## src/rtl/track_search_ctrl_if.sv

```systemverilog
// Handshake bundle between the tracking sequencer and its neighbours:
// key/debounce and frame timing in, search engine result in, overlay out.
interface track_search_ctrl_if #(
  parameter int COORD_W = 13
);
  logic               iSAVE_REQ;
  logic               iFRAME_START;
  logic               iSRCH_DONE;
  logic [COORD_W-1:0] iSRCH_X;
  logic [COORD_W-1:0] iSRCH_Y;
  logic               oSAVE_EN;
  logic               oSRCH_START;
  logic [COORD_W-1:0] oXresult;
  logic [COORD_W-1:0] oYresult;
  logic               oFinished;
  logic               oTIMEOUT;
  logic [2:0]         oSTATE;

  // Environment side: drives requests/results, observes the sequencer.
  modport master (
    output iSAVE_REQ, iFRAME_START, iSRCH_DONE, iSRCH_X, iSRCH_Y,
    input  oSAVE_EN, oSRCH_START, oXresult, oYresult, oFinished, oTIMEOUT, oSTATE
  );

  // Sequencer side.
  modport slave (
    input  iSAVE_REQ, iFRAME_START, iSRCH_DONE, iSRCH_X, iSRCH_Y,
    output oSAVE_EN, oSRCH_START, oXresult, oYresult, oFinished, oTIMEOUT, oSTATE
  );
endinterface

```

## src/rtl/track_search_ctrl.sv

```systemverilog
// Frame-synchronous template-tracking sequencer: one template-save frame,
// then repeated search launches. Results are staged as "pending" and only
// committed to the overlay on a frame start so the marker never tears.
module track_search_ctrl #(
  parameter int COORD_W        = 13,
  parameter int MAX_X          = 8191,
  parameter int MAX_Y          = 8191,
  parameter int REFRESH_FRAMES = 4,
  parameter int TIMEOUT_FRAMES = 8
) (
  input  logic                iCLK,
  input  logic                iRST,
  track_search_ctrl_if.slave  bus
);

  typedef enum logic [2:0] {
    S_IDLE      = 3'd0,
    S_SAVE_WAIT = 3'd1,
    S_SAVE      = 3'd2,
    S_SRCH_WAIT = 3'd3,
    S_SEARCH    = 3'd4,
    S_HOLD      = 3'd5
  } state_t;

  localparam logic [COORD_W-1:0] LP_MAX_X   = COORD_W'(MAX_X);
  localparam logic [COORD_W-1:0] LP_MAX_Y   = COORD_W'(MAX_Y);
  localparam logic [7:0]         LP_REFRESH = 8'(REFRESH_FRAMES);
  localparam logic [7:0]         LP_TIMEOUT = 8'(TIMEOUT_FRAMES);

  state_t             r_state, w_state;
  logic [7:0]         r_cnt, w_cnt, w_cnt_inc;
  logic               r_pend, w_pend;
  logic [COORD_W-1:0] r_px, w_px, r_py, w_py;
  logic [COORD_W-1:0] r_x, w_x, r_y, w_y;
  logic [COORD_W-1:0] w_clip_x, w_clip_y;
  logic               r_save_en, w_save_en;
  logic               r_start, w_start, w_launch;
  logic               r_tmo, w_tmo;
  logic               r_fin, w_fin;
  logic               w_restart;

  assign w_clip_x  = (bus.iSRCH_X > LP_MAX_X) ? LP_MAX_X : bus.iSRCH_X;
  assign w_clip_y  = (bus.iSRCH_Y > LP_MAX_Y) ? LP_MAX_Y : bus.iSRCH_Y;
  assign w_cnt_inc = r_cnt + 8'd1;
  // A save request outside IDLE aborts everything in flight.
  assign w_restart = bus.iSAVE_REQ && (r_state != S_IDLE);

  // Next-state and next-output logic; every output is registered below.
  always_comb begin
    w_state   = r_state;
    w_cnt     = r_cnt;
    w_pend    = r_pend;
    w_px      = r_px;
    w_py      = r_py;
    w_x       = r_x;
    w_y       = r_y;
    w_save_en = r_save_en;
    w_fin     = r_fin;
    w_tmo     = 1'b0;
    w_launch  = 1'b0;
    w_start   = 1'b0;
    if (w_restart) begin
      w_state   = S_SAVE_WAIT;
      w_save_en = 1'b0;
      w_fin     = 1'b0;
      w_pend    = 1'b0;
      w_cnt     = 8'd0;
    end else begin
      // Commit staged result on a frame boundary, whatever the state.
      if (bus.iFRAME_START && r_pend) begin
        w_x    = r_px;
        w_y    = r_py;
        w_fin  = 1'b1;
        w_pend = 1'b0;
      end
      case (r_state)
        S_IDLE:
          if (bus.iSAVE_REQ) w_state = S_SAVE_WAIT;
        S_SAVE_WAIT:
          if (bus.iFRAME_START) begin
            w_state   = S_SAVE;
            w_save_en = 1'b1;
          end
        S_SAVE:
          if (bus.iFRAME_START) begin
            w_state   = S_SRCH_WAIT;
            w_save_en = 1'b0;
          end
        S_SRCH_WAIT:
          if (bus.iFRAME_START) begin
            w_state  = S_SEARCH;
            w_launch = 1'b1;
            w_cnt    = 8'd0;
          end
        S_SEARCH:
          // Done wins over a coincident frame start: no count, no timeout.
          if (bus.iSRCH_DONE) begin
            w_px    = w_clip_x;
            w_py    = w_clip_y;
            w_pend  = 1'b1;
            w_cnt   = 8'd0;
            w_state = S_HOLD;
          end else if (bus.iFRAME_START) begin
            if (w_cnt_inc >= LP_TIMEOUT) begin
              w_tmo    = 1'b1;
              w_fin    = 1'b0;
              w_launch = 1'b1;
              w_cnt    = 8'd0;
            end else begin
              w_cnt = w_cnt_inc;
            end
          end
        S_HOLD:
          if (bus.iFRAME_START) begin
            if (w_cnt_inc >= LP_REFRESH) begin
              w_launch = 1'b1;
              w_cnt    = 8'd0;
              w_state  = S_SEARCH;
            end else begin
              w_cnt = w_cnt_inc;
            end
          end
        default: w_state = S_IDLE;
      endcase
    end
    // Launch is a strict single-cycle pulse even with back-to-back triggers.
    w_start = w_launch & ~r_start;
  end

  // State, counters, staged result and registered outputs.
  always_ff @(posedge iCLK or negedge iRST) begin
    if (!iRST) begin
      r_state   <= S_IDLE;
      r_cnt     <= 8'd0;
      r_pend    <= 1'b0;
      r_px      <= '0;
      r_py      <= '0;
      r_x       <= '0;
      r_y       <= '0;
      r_save_en <= 1'b0;
      r_start   <= 1'b0;
      r_tmo     <= 1'b0;
      r_fin     <= 1'b0;
    end else begin
      r_state   <= w_state;
      r_cnt     <= w_cnt;
      r_pend    <= w_pend;
      r_px      <= w_px;
      r_py      <= w_py;
      r_x       <= w_x;
      r_y       <= w_y;
      r_save_en <= w_save_en;
      r_start   <= w_start;
      r_tmo     <= w_tmo;
      r_fin     <= w_fin;
    end
  end

  assign bus.oSAVE_EN    = r_save_en;
  assign bus.oSRCH_START = r_start;
  assign bus.oXresult    = r_x;
  assign bus.oYresult    = r_y;
  assign bus.oFinished   = r_fin;
  assign bus.oTIMEOUT    = r_tmo;
  assign bus.oSTATE      = r_state;

endmodule

```

## src/flat_wrapper.sv

```systemverilog
// flat-port wrapper written by rule: the top's interface ports become plain ports
module track_search_ctrl_flat 
#(
  parameter int COORD_W        = 13,
  parameter int MAX_X          = 8191,
  parameter int MAX_Y          = 8191,
  parameter int REFRESH_FRAMES = 4,
  parameter int TIMEOUT_FRAMES = 8
)
  (iCLK, iRST, bus_iSAVE_REQ, bus_iFRAME_START, bus_iSRCH_DONE, bus_iSRCH_X, bus_iSRCH_Y, bus_oSAVE_EN, bus_oSRCH_START, bus_oXresult, bus_oYresult, bus_oFinished, bus_oTIMEOUT, bus_oSTATE);
  track_search_ctrl_if #(.COORD_W(COORD_W)) bus_i ();
  input  logic iCLK;
  input  logic iRST;
  input wire logic [$bits(bus_i.iSAVE_REQ)-1:0] bus_iSAVE_REQ;
  input wire logic [$bits(bus_i.iFRAME_START)-1:0] bus_iFRAME_START;
  input wire logic [$bits(bus_i.iSRCH_DONE)-1:0] bus_iSRCH_DONE;
  input wire logic [$bits(bus_i.iSRCH_X)-1:0] bus_iSRCH_X;
  input wire logic [$bits(bus_i.iSRCH_Y)-1:0] bus_iSRCH_Y;
  output wire logic [$bits(bus_i.oSAVE_EN)-1:0] bus_oSAVE_EN;
  output wire logic [$bits(bus_i.oSRCH_START)-1:0] bus_oSRCH_START;
  output wire logic [$bits(bus_i.oXresult)-1:0] bus_oXresult;
  output wire logic [$bits(bus_i.oYresult)-1:0] bus_oYresult;
  output wire logic [$bits(bus_i.oFinished)-1:0] bus_oFinished;
  output wire logic [$bits(bus_i.oTIMEOUT)-1:0] bus_oTIMEOUT;
  output wire logic [$bits(bus_i.oSTATE)-1:0] bus_oSTATE;
  assign bus_i.iSAVE_REQ = bus_iSAVE_REQ;
  assign bus_i.iFRAME_START = bus_iFRAME_START;
  assign bus_i.iSRCH_DONE = bus_iSRCH_DONE;
  assign bus_i.iSRCH_X = bus_iSRCH_X;
  assign bus_i.iSRCH_Y = bus_iSRCH_Y;
  assign bus_oSAVE_EN = bus_i.oSAVE_EN;
  assign bus_oSRCH_START = bus_i.oSRCH_START;
  assign bus_oXresult = bus_i.oXresult;
  assign bus_oYresult = bus_i.oYresult;
  assign bus_oFinished = bus_i.oFinished;
  assign bus_oTIMEOUT = bus_i.oTIMEOUT;
  assign bus_oSTATE = bus_i.oSTATE;
  track_search_ctrl #(.COORD_W(COORD_W), .MAX_X(MAX_X), .MAX_Y(MAX_Y), .REFRESH_FRAMES(REFRESH_FRAMES), .TIMEOUT_FRAMES(TIMEOUT_FRAMES)) u_core (.iCLK(iCLK), .iRST(iRST), .bus(bus_i));
endmodule
```

## config.mk

```make
export PLATFORM = sky130hd
export DESIGN_NAME = track_search_ctrl_flat
export DESIGN_NICKNAME = d
export VERILOG_FILES = /design/src/rtl/track_search_ctrl_if.sv /design/src/rtl/track_search_ctrl.sv /design/src/flat_wrapper.sv
export SDC_FILE = /design/constraint.sdc
export NUM_CORES = 1
export LEC_CHECK = 0
export CORE_UTILIZATION = 45
export CTS_BUF_LIST = sky130_fd_sc_hd__clkbuf_2
export DETAILED_ROUTE_END_ITERATION = 16
export DONT_BUFFER_PORTS = 1
export PLACE_DENSITY = 0.65
export SYNTH_ARGS = -nofsm -noshare
export SYNTH_HDL_FRONTEND = slang
export SYNTH_SLANG_ARGS = --single-unit
```

## constraint.sdc

```tcl
create_clock -name iCLK -period 1.9 [get_ports iCLK]
set_input_delay 0.19 -clock iCLK [delete_from_list [all_inputs] [get_ports iCLK]]
set_output_delay 0.19 -clock iCLK [all_outputs]
set_load 0.03 [all_outputs]
```

======== Word level (Yosys, flattened, before mapping) ========
Index checks and enable logic that the tools add are counted.
storage, ports and cells
  input bits .............................. 31
  output and inout bits ................... 33
  register bits ........................... 68
operators by class
  bitwise gates (word level) .............. 3
  order comparisons ....................... 4
  add/sub/neg operators ................... 1
  reductions and logical operators ........ 11
  eq/ne operators ......................... 13
  mux-type cells .......................... 43
operators by type and width
  kind                  number
  $mux 8                7
  $gt 13x13->1 const B  2
  $mux 13               2
  $mux 3                8
  $pmux 8 s3            1
  $mux 1                22
  $ne 3x2->1 const B    6
  $pmux 3 s6            1
  $add 8x1->8 const B   1
  $ge 8x3->1 const B    1
  $ge 8x4->1 const B    1
  $reduce_and 7->1      1
  $eq 3x2->1 const B    2
  $eq 3x3->1 const B    2
  $reduce_and 3->1      2
  $reduce_bool 3->1     2
  $ne 4x3->1 const B    1
  $reduce_and 4->1      1
  $reduce_bool 4->1     1
  $eq 3x1->1 const B    1
  $logic_not 3->1       1
  $ne 3x1->1 const B    1
  $pmux 1 s3            1
  $logic_and 1x1->1     2
  other kinds (4)       5

======== Depth between registers and ports, before layout ========
  word-level depth ........................ 8
  mapped depth ............................ 7

======== Worst setup path before layout ========
OpenSTA, ideal clock, no wires.
  kind .................................... reg-to-reg
  start point ............................. register u_core.r_state[1], in the netlist u_core.bus.oSTATE[1]
  end point ............................... register u_core.r_x[0], in the netlist u_core.bus.oXresult[0]
  setup time .............................. 0.127 ns
  data arrival time ....................... 1.736 ns
  cell stages (with the launch flop) ...... 6
  path slack .............................. 0.037 ns
  cells stage by stage .................... dfrtp_1 -> buf_6 -> o31a_2 -> nor2_4 -> buf_6 -> mux2_1
on the way
  cells in the longest elaborated chain, start to end .. 4
RTL lines
  what                        RTL line                  RTL
  from (decl)                 track_search_ctrl.sv:30   state_t r_state, w_state;
  from (signal assigned)      track_search_ctrl.sv:145  r_state <= w_state;
  $reduce_bool 3->1           track_search_ctrl.sv:46   assign w_restart = bus.iSAVE_REQ && (r_state != S_IDLE);
  $logic_and 1x1->1           track_search_ctrl.sv:46
  $not 1->1 (no line)         n/a
  $reduce_and 2->1 (no line)  n/a
  to (signal assigned)        track_search_ctrl.sv:150  r_x <= w_x;
  to (decl)                   track_search_ctrl.sv:34   logic [COORD_W-1:0] r_x, w_x, r_y, w_y;
Every way passes these cells.
A chain may end at the register's enable or synchronous reset.

======== Worst setup path in the final report ========
  start point ............................. register u_core.r_state[1], in the netlist u_core.bus.oSTATE[1]
  end point ............................... register u_core.r_px[4]
on the way
  cells in the longest elaborated chain, start to end .. 4
  elaborated cells between the ends (all ways) .. 5
  those cells by class .................... 1 x eq/ne; 1 x bitwise; 3 x reduce/logical
RTL lines
  what                          RTL line                  RTL
  $reduce_bool 3->1             track_search_ctrl.sv:46
  $logic_and 1x1->1             track_search_ctrl.sv:46
  $not 1->1 (no line)           n/a
  $reduce_and 3->1 (no line) *  n/a
  to (signal assigned)          track_search_ctrl.sv:148  r_px <= w_px;
  to (decl)                     track_search_ctrl.sv:33   logic [COORD_W-1:0] r_px, w_px, r_py, w_py;
Every way passes the cells marked *; elsewhere a longest branch is shown, timed or not.

==> flow_summary.json <==
{
  "seqPwrFrac": 0.605,
  "synth_cells": 206,
  "core_area_mm2": 0.00603,
  "switching_share": 0.281,
  "synth_area_mm2": 0.00288,
  "vias": 1716,
  "ys_ff_latch": 68,
  "grt_pass1_vias": 1701,
  "r2r_cells": 4,
  "clk_latency_ns": 0.49,
  "pwr-share-clk": 0.275,
  "finalSetupTns_ns": 0,
  "start_util": 0.477,
  "combPwrFrac": 0.120,
  "cp.depth": 4,
  "cap_violations": 0,
  "cts.sink_count": 68,
  "worst_ep_arrival_time_ns": 2.10,
  "final_nets": 276,
  "synth.net_count": 238,
  "antennaDiodeCount": 0,
  "cp-start-kind": "flop",
  "crit_chain": "nand2b_2 > nor2_4 > nand2_4 > mux2_1",
  "slew_viol_final": 0,
  "rows": 28,
  "cts_buffers": 9,
  "synth_warnings": 0,
  "rsz0062_at_grt": "no",
  "hpwl_um": 3130,
  "p_sw_mw": 0.809,
  "worstPathMaxFanout": 27,
  "yosys.area.top_type": "dfrtp_1",
  "ys_seq_area_frac": 0.592,
  "vdd_drop_max_mv": 0.498,
  "synthArstFlopShare": 1.00,
  "worstHoldPathCells": 3,
  "critPathBufInv": 0,
  "fmax_mhz": 580,
  "crit_path_top_delay_cell": "dfrtp_1",
  "io_buffers": 0,
  "worstSetupPathType": "reg -> reg",
  "power.internal_mw": 2.07,
  "track_usage": 0.170,
  "htree_levels": 3,
  "antenna_left": 0,
  "wl_per_cell_um": 15.7,
  "synth_top_flop_cell": "dfrtp_1",
  "powerDensity_mw_per_mm2": 853,
  "wirelength_um": 5080,
  "yosysTopAreaCellShare": 0.592,
  "drive_above_1_share": 0.194,
  "overflow": 0,
  "synth_area_leaders": "dfrtp_1 59%, mux2_1 15%, mux2_2 5.5%",
  "critPathRequiredTime_ns": 2.27,
  "grt_max_degree": 69,
  "status": "finished, final reports clean",
  "synth_cell_types": 43,
  "power.leakage_nw": 1.63,
  "cts.clk_slew.worst_paths_ns": 0.17,
  "period_minus_slack_ns": 1.72,
  "cts_tree": "done",
  "cts_buffer_depth": 2,
  "die-area_mm2": 0.00671,
  "die-height_um": 81.9,
  "die_w_um": 81.9,
  "fillCellCount": 509,
  "max_slew_margin": 0.728,
  "firstDrtPassIters": 4,
  "fin_skew_ns": 0.0275,
  "finalCritPeriodShare": 0.908,
  "remaining_drc_errors": 0,
  "antenna_found_initial": 0,
  "synth_edf_count": 0,
  "viasPerCell": 5.31,
  "drt_first_iter_violations": 56,
  "syn_area_per_cell_um2": 14.0,
  "slowest_delay_ns": 0.50,
  "ioPinCount": 64,
  "worst_pin_slew_ns": 0.405,
  "cts_root_buf": "clkbuf_2",
  "area_delta_synth_final_pct": 17.4,
  "fin_util": 0.560,
  "hold_violations": 0,
  "hp-class": "in -> reg",
  "routabilityCongestion": 0.761,
  "cp-end-kind": "flop",
  "setup_viol": 0,
  "critPathTopFamily": "simple AND/OR/NAND/NOR gates",
  "grt_pass1_wl_um": 8240
}
==> synthesized netlist by cell type, drive strengths merged, types with 2 or more instances <==
master	n
a21oi	5
or3	2
nand2	8
and2	5
mux2	53
nor2b	4
and3	2
dfrtp	68
a311oi	2
o21ai	8
nor2	7
nor3	3
o31ai	2
buf	9
nand3	5
o22ai	2
inv	3
nand2b	6
==> per-layer routing <==
| layer | vias up | track usage | part of all wire |
|---|---|---|---|
| li1 | 810 | - | - |
| met1 | 845 | 0.215 | 0.43 |
| met2 | 52 | 0.253 | 0.47 |
| met3 | 9 | 0.0589 | 0.078 |
| met4 | 0 | 0.0947 | 0.017 |
| met5 | - | 0 | 0 |
==> path summary, 6_finish.rpt <==
path                                       from                 endpoint  slack, ns
setup / recovery           u_core.bus.oSTATE[1]           u_core.r_px[4]       0.18
hold / removal                 bus_iFRAME_START     u_core.bus.oSTATE[2]       0.06
setup reg to reg           u_core.bus.oSTATE[1]           u_core.r_px[4]       0.18
hold reg to reg                 u_core.r_py[11]  u_core.bus.oYresult[11]       0.48
max in group asynchronous                  iRST      u_core.bus.oTIMEOUT       1.37
min in group asynchronous                  iRST  u_core.bus.oXresult[10]       0.23
==> stage by stage <==
stage	worst slack (ns)	cell area, um^2	instances	power [mW]	hold slack, ns
after detailed placement	0.199	2940	277	2.03	-0.104
after global routing	0.0479	3380	323	3.05	0.0218
after global placement	0.202	2940	277	2.02	-0.103
after floorplan	0.0369	2880	206	1.98	-0.106
after CTS	0.156	3380	323	2.93	0.00404
final	0.176	3380	323	2.88	0.0649
==> cell families after synthesis <==
kind of cell    count (synthesis)  share of synthesized area
compound gates                 24                     0.0601
xor+xnor                        2                    0.00609
fa+ha+maj                       1                    0.00435
buf+inv                        13                     0.0326
flops                          68                      0.592
mux                            53                      0.208
simple gates                   45                     0.0975
==> final cells by class <==
| class | instances | area, um^2 | area share |
|---|---|---|---|
| Timing Repair Buffer | 37 | 385 | 0.114 |
| Clock buffer | 10 | 50.0 | 0.0148 |
| Multi-Input combinational cell | 125 | 1080 | 0.320 |
| Tap cell | 75 | 93.8 | 0.0278 |
| Clock inverter | 5 | 53.8 | 0.0159 |
| Inverter | 3 | 11.3 | 0.00334 |
| Sequential cell | 68 | 1700 | 0.504 |
==> sequential cells by signal, summed over array words and instances (netlist names), 3 cells and up <==
signal / count
u_core.bus.oSTATE: 3
u_core.bus.oXresult: 13
u_core.bus.oYresult: 13
u_core.r_cnt: 8
u_core.r_px: 13
u_core.r_py: 13
==> power by group through the flow <==
stage	sequential (mW)	combinational [mW]	clock, mW
final	1.74	0.346	0.792
after global routing	1.77	0.386	0.893
after CTS	1.74	0.354	0.831
after detailed placement	1.77	0.262	0
after global placement	1.77	0.253	0
after floorplan	1.76	0.222	0
==> timing repair <==
item / CTS / global route
endpoints found under the hold margin: 105 / 0
hold buffers: 31 / 0
buffers inserted: 0 / 0
gates resized for setup: 0 / 0
==> worst min-delay path, delay by kind of cell <==
kind,cells,cell delay (ns)
and+or+nand+nor,2,0.18
AOI/OAI and AO/OA,1,0.16
==> cells in the final DEF (no fill, tap or decap), drive strengths merged, types with 2 or more instances in the layout <==
cell type     n
clkinvlp      2
and2          5
o21ai         8
o31ai         2
mux2         53
dfrtp        68
nor2b         4
dlygate4sd3  30
buf           7
and3          2
or3           2
clkbuf       10
nand3         5
nor2          7
o22ai         2
a311oi        2
inv           3
clkinv        2
nand2b        6
nand2         8
nor3          3
a21oi         5
No activity file was read; power rests on OpenSTA's default activity.
